--- src/rtl/piso_pkg.sv ---
// Shared definitions for the parallel-in serial-out transmitter.
// Holds the FSM state encodings and the default data word width.
// Imported by piso_bit_cnt and piso_shift_tx.
package piso_pkg;

    // Default width of the parallel word.
    localparam int PISO_DEF_WIDTH = 4;

    // ST_PAR is reachable only when PISO_SHIFT_TX_PARITY_EN is defined.
    typedef enum logic [1:0] {
        ST_IDLE  = 2'd0,
        ST_SHIFT = 2'd1,
        ST_PAR   = 2'd2
    } piso_state_e;

endpackage

--- src/rtl/piso_bit_cnt.sv ---
// Bit-position counter for the serialiser: counts 0..WIDTH-1 and then holds at WIDTH-1.
// Latency: the count changes one clk after clr/inc; last is decoded from the register.
// Backpressure: none. The counter follows clr/inc every cycle.
// Ports:
//   clk  - rising-edge clock
//   rst  - synchronous, active-high reset (count <= 0)
//   clr  - load zero (takes priority over inc)
//   inc  - advance by one, saturating at WIDTH-1
//   last - high while count == WIDTH-1
module piso_bit_cnt
    import piso_pkg::*;
#(
    parameter int WIDTH = PISO_DEF_WIDTH
) (
    input  logic clk,
    input  logic rst,
    input  logic clr,
    input  logic inc,
    output logic last
);

    localparam int CW = $clog2(WIDTH);
    localparam logic [CW-1:0] LAST_VAL = CW'(WIDTH - 1);

    logic [CW-1:0] r_cnt;

    // Saturate at the last position so that the count never wraps while
    // the FSM sits in the parity cycle or idles after a word.
    always_ff @(posedge clk) begin
        if (rst) begin
            r_cnt <= '0;
        end else if (clr) begin
            r_cnt <= '0;
        end else if (inc && (r_cnt != LAST_VAL)) begin
            r_cnt <= r_cnt + CW'(1);
        end
    end

    assign last = (r_cnt == LAST_VAL);

endmodule

--- src/rtl/piso_shift_tx.sv ---
// Parallel-in serial-out transmitter: accepts a word on valid/ready and sends it one bit per clk.
// Latency: a word accepted at edge k puts its first bit on sout in cycle k+1 and occupies WIDTH (+1 parity) cycles.
// Backpressure: din_ready is high only when idle or in the final bit cycle, which allows gapless back-to-back words.
// Ports:
//   clk       - rising-edge clock
//   rst       - synchronous, active-high reset; the partial word is dropped
//   din       - parallel word, captured when din_valid && din_ready
//   din_valid - din holds a word to send
//   din_ready - a word will be accepted at this edge
//   sout      - serial data bit (0 outside a frame)
//   sframe    - high while sout carries a word bit or the parity bit
//   done      - high during the final bit cycle of a word
// Build option: define PISO_SHIFT_TX_PARITY_EN to append an even-parity bit to each word.
module piso_shift_tx
    import piso_pkg::*;
#(
    parameter int WIDTH     = PISO_DEF_WIDTH,
    parameter bit MSB_FIRST = 1'b1
) (
    input  logic             clk,
    input  logic             rst,
    input  logic [WIDTH-1:0] din,
    input  logic             din_valid,
    output logic             din_ready,
    output logic             sout,
    output logic             sframe,
    output logic             done
);

    piso_state_e      r_state;
    piso_state_e      w_state_nxt;
    logic [WIDTH-1:0] r_shreg;
    logic             w_last;
    logic             w_xfer;
    logic             w_cnt_inc;
`ifdef PISO_SHIFT_TX_PARITY_EN
    logic             r_par;
`endif

    // din_ready depends only on registered state, so this has no loop.
    assign w_xfer = din_valid && din_ready;

    piso_bit_cnt #(
        .WIDTH (WIDTH)
    ) u_bit_cnt (
        .clk  (clk),
        .rst  (rst),
        .clr  (w_xfer),
        .inc  (w_cnt_inc),
        .last (w_last)
    );

    always_ff @(posedge clk) begin
        if (rst) begin
            r_state <= ST_IDLE;
        end else begin
            r_state <= w_state_nxt;
        end
    end

    always_comb begin
        w_state_nxt = r_state;
        din_ready   = 1'b0;
        sframe      = 1'b0;
        sout        = 1'b0;
        done        = 1'b0;
        w_cnt_inc   = 1'b0;
        case (r_state)
            ST_IDLE: begin
                din_ready = 1'b1;
                if (din_valid) begin
                    w_state_nxt = ST_SHIFT;
                end
            end
            ST_SHIFT: begin
                sframe    = 1'b1;
                sout      = MSB_FIRST ? r_shreg[WIDTH-1] : r_shreg[0];
                w_cnt_inc = 1'b1;
`ifdef PISO_SHIFT_TX_PARITY_EN
                // The word ends on the parity cycle, so no handshake here.
                if (w_last) begin
                    w_state_nxt = ST_PAR;
                end
`else
                // Accepting on the last bit reloads without an idle gap.
                if (w_last) begin
                    done        = 1'b1;
                    din_ready   = 1'b1;
                    w_state_nxt = din_valid ? ST_SHIFT : ST_IDLE;
                end
`endif
            end
`ifdef PISO_SHIFT_TX_PARITY_EN
            ST_PAR: begin
                sframe      = 1'b1;
                sout        = r_par;
                done        = 1'b1;
                din_ready   = 1'b1;
                w_state_nxt = din_valid ? ST_SHIFT : ST_IDLE;
            end
`endif
            default: begin
                w_state_nxt = ST_IDLE;
            end
        endcase
    end

    // Shift toward the output end with zero fill; after WIDTH shifts the
    // register is all zero, so an idle shreg never leaks stale data.
    always_ff @(posedge clk) begin
        if (rst) begin
            r_shreg <= '0;
        end else if (w_xfer) begin
            r_shreg <= din;
        end else if (r_state == ST_SHIFT) begin
            if (MSB_FIRST) begin
                r_shreg <= {r_shreg[WIDTH-2:0], 1'b0};
            end else begin
                r_shreg <= {1'b0, r_shreg[WIDTH-1:1]};
            end
        end
    end

`ifdef PISO_SHIFT_TX_PARITY_EN
    // Parity is taken from the captured word because shreg is consumed by shifting.
    always_ff @(posedge clk) begin
        if (rst) begin
            r_par <= 1'b0;
        end else if (w_xfer) begin
            r_par <= ^din;
        end
    end
`endif

endmodule

--- config.mk ---
export PLATFORM = sky130hd
export DESIGN_NAME = piso_shift_tx
export DESIGN_NICKNAME = d
export VERILOG_FILES = /design/src/rtl/piso_pkg.sv /design/src/rtl/piso_bit_cnt.sv /design/src/rtl/piso_shift_tx.sv
export SDC_FILE = /design/constraint.sdc
export NUM_CORES = 1
export LEC_CHECK = 0
export ABC_AREA = 1
export BUFFER_PORTS_ARGS = -buffer_cell sky130_fd_sc_hd__buf_4
export CORE_AREA = 3 3 40 42
export DETAILED_ROUTE_END_ITERATION = 16
export DIE_AREA = 0 0 43 45
export GPL_TIMING_DRIVEN = 0
export SETUP_SLACK_MARGIN = 0.4
export SYNTH_ARGS = -nofsm -noshare
export SYNTH_HDL_FRONTEND = slang
export SYNTH_HIERARCHICAL = 1
export SYNTH_SLANG_ARGS = --single-unit
--- constraint.sdc ---
create_clock -name clk -period 1.16 [get_ports clk]
set_input_delay 0.116 -clock clk [delete_from_list [all_inputs] [get_ports clk]]
set_output_delay 0.116 -clock clk [all_outputs]
set_load 0.01 [all_outputs]
==> impl_metrics.ini, run 1 <==
[status]
outcome = finished, final reports clean

[layout]
n_antenna_cell = 0
mostFrequentLayoutCell = nand2_1
fin_area_um2 = 594
fillers = 141
layout_common_cells = nand2_1, buf_4, nor2_1, inv_1, nand3_1
drive_above_1_share = 0.400
synthToLayoutAreaGrowth_pct = 61.6
fin_nets = 89
utilization = 0.463

[clocking]
holdBufCountCts = 0
clk_pin_slew_ns = 0.05
cts_tree = yes
root_buffer = clkbuf_4
cts_buffers = 3
h-tree-depth = 1
cts_buffer_depth = 2
cts_num_sinks = 7
clock_latency_ns = 0.25

[worst_hold_path]
worstHoldPathCells = 2
hold_class = in2reg

[setup_path]
worst-path-stages = 4
r2r_cells = 8
crit_path_start_kind = flop
crit_chain = ha_4 > inv_4 > nand2_4 > buf_6
worst-setup-path-type = reg2out
endpoint_kind = output pin
crit_family = flip-flops
critPathArrivalTime_ns = 0.99
slowest_delay_ns = 0.33
slowest_stage = dfxtp_2
critical_path_buf_inv_count = 2
crit_path_max_fanout = 4
cp_data_required_time_ns = 1.04

[routing]
via_per_inst = 4.17
drt_iter0_drc = 2
antenna_left = 0
vias = 396
wl_um = 798
drc = 0
wl_per_cell_um = 8.40
first_pass_iters = 3

[logic_synthesis]
yosysTopAreaCell = dfxtp_1
syn_area_per_cell_um2 = 6.13
ys_types = 11
synth_top_cell_area_share = 0.381
synthCells = 60
ys_seq_elements = 7
seq_area_frac_synth = 0.381
synthTopCellsByArea = dfxtp_1, nand2_1, nor2_1
synth_area_um2 = 368
synth_warnings = 6
synthesis.nets = 68

[pwr]
power_frac_comb = 0.215
p_leak_nw = 0.308
max-vdd-ir-drop_mv = 0.671
pwr-share-clk = 0.348
p_total_uw = 623
p_int_uw = 461
power.net_switching_uw = 162
swShare = 0.260
p_per_area_mw_per_mm2 = 1050
pwr-share-seq = 0.437

[placed_design]
numPortBuffers = 10
place_area_um2 = 502
dp_hpwl_um = 571
place_congestion = 0.758

[grt]
grt_util_met1 = 0.114
grt_pass1_wl_mm = 1.49
antenna_found_initial = 0
met3_usage = 0.0598
grt-ovfl-total = 0
grt_busiest_layer = met2
use_met2 = 0.177
grt_pass1_vias = 383
grt_max_degree = 9
grt.total_usage = 0.104

[sta]
worst_pin_slew_ns = 0.240
fin_crit_ns = 1.11
fmax_mhz = 901
hold_viol = 0
rsz0062_at_grt = true
slew_headroom = 0.840
period_share = 0.956
drv_slew = 0
skew_ns = 0.000447
whs_ns = 0.0640
setup_viol = 0

[floorplan]
start_util = 0.286
die_area_mm2 = 0.00194
rows = 13
core_mm2 = 0.00128
dieWidth_um = 43
fp.dieH_um = 45
ioPinCount = 11

[run]
drv_cap = 0
cell type report:
cell class                      instances  area (um^2)  area share
Multi-Input combinational cell         42          223       0.375
Sequential cell                         7          146       0.246
Timing Repair Buffer                   16          136       0.229
Inverter                               11         43.8      0.0737
Clock buffer                            4         26.3      0.0442
Tap cell                               15         18.8      0.0316
power groups by stage:
stage                     clock network, mW  logic (mW)  registers [mW]
after global routing                  0.245       0.154           0.274
after global placement                    0       0.101           0.281
after CTS                             0.229       0.131           0.273
after detailed placement                  0       0.102           0.281
final                                 0.217       0.134           0.272
after floorplan                           0      0.0620           0.279
path summary, 6_finish.rpt:
path,start,endpoint,slack (ns)
max,u_bit_cnt/r_cnt[0]$_SDFFE_PP0P_,din_ready,0.05
min,rst,r_state[0]$_SDFFE_PP0P_,0.06
max reg2reg,u_bit_cnt/r_cnt[0]$_SDFFE_PP0P_,r_shreg[3]$_SDFFE_PP0P_,0.07
min reg2reg,r_shreg[0]$_SDFFE_PP0P_,r_shreg[0]$_SDFFE_PP0P_,0.47
cell usage after synthesis:
cell type  number
a21oi_2         1
inv_1          10
nor2_1         12
nor2_2          1
ha_1            1
a21oi_1         2
dfxtp_1         7
nand2_1        18
inv_2           1
nand2_2         1
nand3_1         6
stage by stage:
| step | instances | setup WS (ns) | TNS (ns) |
|---|---|---|---|
| 3_5_place_dp | 85 | 0.0949 | 0 |
| 6_report | 95 | 0.0505 | 0 |
| 3_3_place_gp | 85 | 0.106 | 0 |
| 2_1_floorplan | 60 | 0.176 | 0 |
| 4_1_cts | 94 | 0.0403 | 0 |
| 5_1_grt | 95 | -0.00818 | -0.0148 |
registers in the layout, summed over array words and instances (netlist names):
register,cells
r_shreg,4
r_state,1
u_bit_cnt/r_cnt,2
metal layers:
layer  wire length [um]  part of all wire  up-vias
li1                   -                 -      219
met1                350              0.44      171
met2                405              0.51        6
met3                 43             0.054        0
met4                  0                 0        0
met5                  0                 0        -
cells by family after synthesis:
logic type / share of synthesized area
compound gates: 0.0510
buf+inv: 0.112
simple gates: 0.422
flops: 0.381
fa+ha+maj: 0.0340
repair_timing:
action | 4_1_cts | 5_1_grt
gates resized for setup | 4 | 0
pin swaps | 4 | 0
setup buffers | 5 | 1
setup endpoints to repair | 11 | 11
Power figures use the tool's default switching activity.
==> inputs of run 2 (changes only) <==
- RECOVER_POWER: not set -> 25
- REMOVE_ABC_BUFFERS: not set -> 1
==> run 2 against run 1 <==
Compared with the run above: routed wire length increased by 11%; global-route usage up 0.66 points; setup slack lost 0.011 ns; critical endpoint unchanged; sequential share of layout area shrank 1.2 points; largest cell class unchanged; clock power increased by 3%; critical path depth is the same; highest routed layer is now met4; combinational power rose by 12%; final cell count is 1.1% higher.
==> impl_metrics.ini, run 2 (same netlist as run 1, synthesis figures left out) <==
[pwr]
pwr-share-seq = 0.420
max-vdd-ir-drop_mv = 0.572
pwr-share-clk = 0.347
power_frac_comb = 0.233
swShare = 0.274
power.net_switching_uw = 176
p_leak_nw = 0.311
p_per_area_mw_per_mm2 = 1030
p_int_uw = 466

[routing]
drc = 0
via_per_inst = 4.28
wl_um = 883
antenna_left = 0
wl_per_cell_um = 9.20
first_pass_iters = 2
vias = 411
drt_iter0_drc = 2

[clocking]
root_buffer = clkbuf_4
clock_latency_ns = 0.25
cts_buffers = 3
clk_pin_slew_ns = 0.05
cts_tree = yes
holdBufCountCts = 0
cts_num_sinks = 7
h-tree-depth = 1
cts_buffer_depth = 2

[sta]
worst_pin_slew_ns = 0.161
fmax_mhz = 892
rsz0062_at_grt = true
fin_crit_ns = 1.12
period_share = 0.966
hold_viol = 0
layout_setup_ws_ns = 0.0391
skew_ns = 0.00153
drv_slew = 0
whs_ns = 0.0633
slew_headroom = 0.893
setup_viol = 0

[grt]
grt-ovfl-total = 0
grt.total_usage = 0.110
grt_pass1_vias = 391
grt_pass1_wl_mm = 1.53
grt_max_degree = 7
antenna_found_initial = 0

[run]
drv_cap = 0

[setup_path]
r2r_end = r_shreg[1]$_SDFFE_PP0P_
startpoint = u_bit_cnt/r_cnt[0]$_SDFFE_PP0P_
cp_data_required_time_ns = 1.04
endpoint = din_ready
crit_path_start_kind = flop
worst-path-stages = 4
crit_chain = ha_4 > inv_4 > nand2_4 > buf_6
crit_family = flip-flops
crit_path_max_fanout = 4
worst-setup-path-type = reg2out
slowest_stage = dfxtp_2
endpoint_kind = output pin
reg2reg_setup_slack_ns = 0.06
critPathArrivalTime_ns = 1.00
timing.rr.start = u_bit_cnt/r_cnt[0]$_SDFFE_PP0P_
critical_path_buf_inv_count = 2
slowest_delay_ns = 0.33
r2r_cells = 8

[worst_hold_path]
hold_class = in2reg

[layout]
mostFrequentLayoutCell = nand2_1
n_antenna_cell = 0
largest_reg_flops = 4
reg_top3 = r_shreg: 4 flops, u_bit_cnt/r_cnt: 2 flops, r_state: 1 flops
layout_common_cells = nand2_1, nor2_1, buf_4, inv_1, buf_6
synthToLayoutAreaGrowth_pct = 70.1
ff_latch_area_um2 = 146
fin_nets = 90
fin_area_um2 = 626
regMostFlops = r_shreg
multi_input_area_um2 = 240
drive_above_1_share = 0.469
fillers = 132

[placed_design]
dp_hpwl_um = 549
preCtsSetupSlack_ns = -0.0231
place_area_um2 = 462
numPortBuffers = 10
place_congestion = 0.698

[floorplan]
core_mm2 = 0.00128
ioPinCount = 11
fp.dieH_um = 45
die_area_mm2 = 0.00194
start_util = 0.286
dieWidth_um = 43
rows = 13

[status]
outcome = finished, final reports clean
## run 2: how the worst min path moves through the flow
stage	startpoint	end	slack (ns)	cells past startpoint
4_1_cts	rst	r_state[0]$_SDFFE_PP0P_	0.05	2
5_1_grt	rst	r_state[0]$_SDFFE_PP0P_	0.06	2
3_3_place_gp	rst	r_shreg[0]$_SDFFE_PP0P_	0.33	2
2_1_floorplan	rst	r_shreg[0]$_SDFFE_PP0P_	0.19	1
3_5_place_dp	rst	r_state[0]$_SDFFE_PP0P_	0.33	2
6_report	rst	r_state[0]$_SDFFE_PP0P_	0.06	2
## run 2: timing repair
| item | in CTS | in global routing |
|---|---|---|
| setup endpoints to repair | 11 | 11 |
| buffers inserted | 6 | 1 |
| gates resized for setup | 21 | 7 |
| pin swaps | 4 | 3 |
## run 2: final cells by class
class / instances / share of cell area
multi-input combinational: 42 / 0.384
inverter: 11 / 0.0700
timing repair buffer: 17 / 0.240
clock buffer: 4 / 0.0420
tap: 15 / 0.0300
sequential: 7 / 0.234
## run 2: power groups by stage
stage / Clock, mW / Sequential (mW) / Combinational (mW)
floorplan: 0 / 0.274 / 0.0552
global placement: 0 / 0.275 / 0.0943
detailed placement: 0 / 0.275 / 0.0949
CTS: 0.235 / 0.270 / 0.141
global route: 0.253 / 0.271 / 0.168
finish: 0.223 / 0.270 / 0.150
## run 2: per-layer routing
| metal | vias to the layer above | routed length, um | global-route usage |
|---|---|---|---|
| li1 | 223 | - | - |
| met1 | 179 | 388 | 0.126 |
| met2 | 7 | 445 | 0.168 |
| met3 | 2 | 37 | 0.0478 |
| met4 | 0 | 12 | 0.0723 |
| met5 | - | 0 | 0 |
## run 2: metrics by stage
stage	TNS [ns]	utilization	cells	total power, mW
global route	-0.00429	0.487	96	0.693
CTS	0	0.468	95	0.645
finish	0	0.487	96	0.642
global placement	-0.106	0.359	85	0.370
floorplan	0	-	60	0.329
detailed placement	-0.0732	0.359	85	0.370
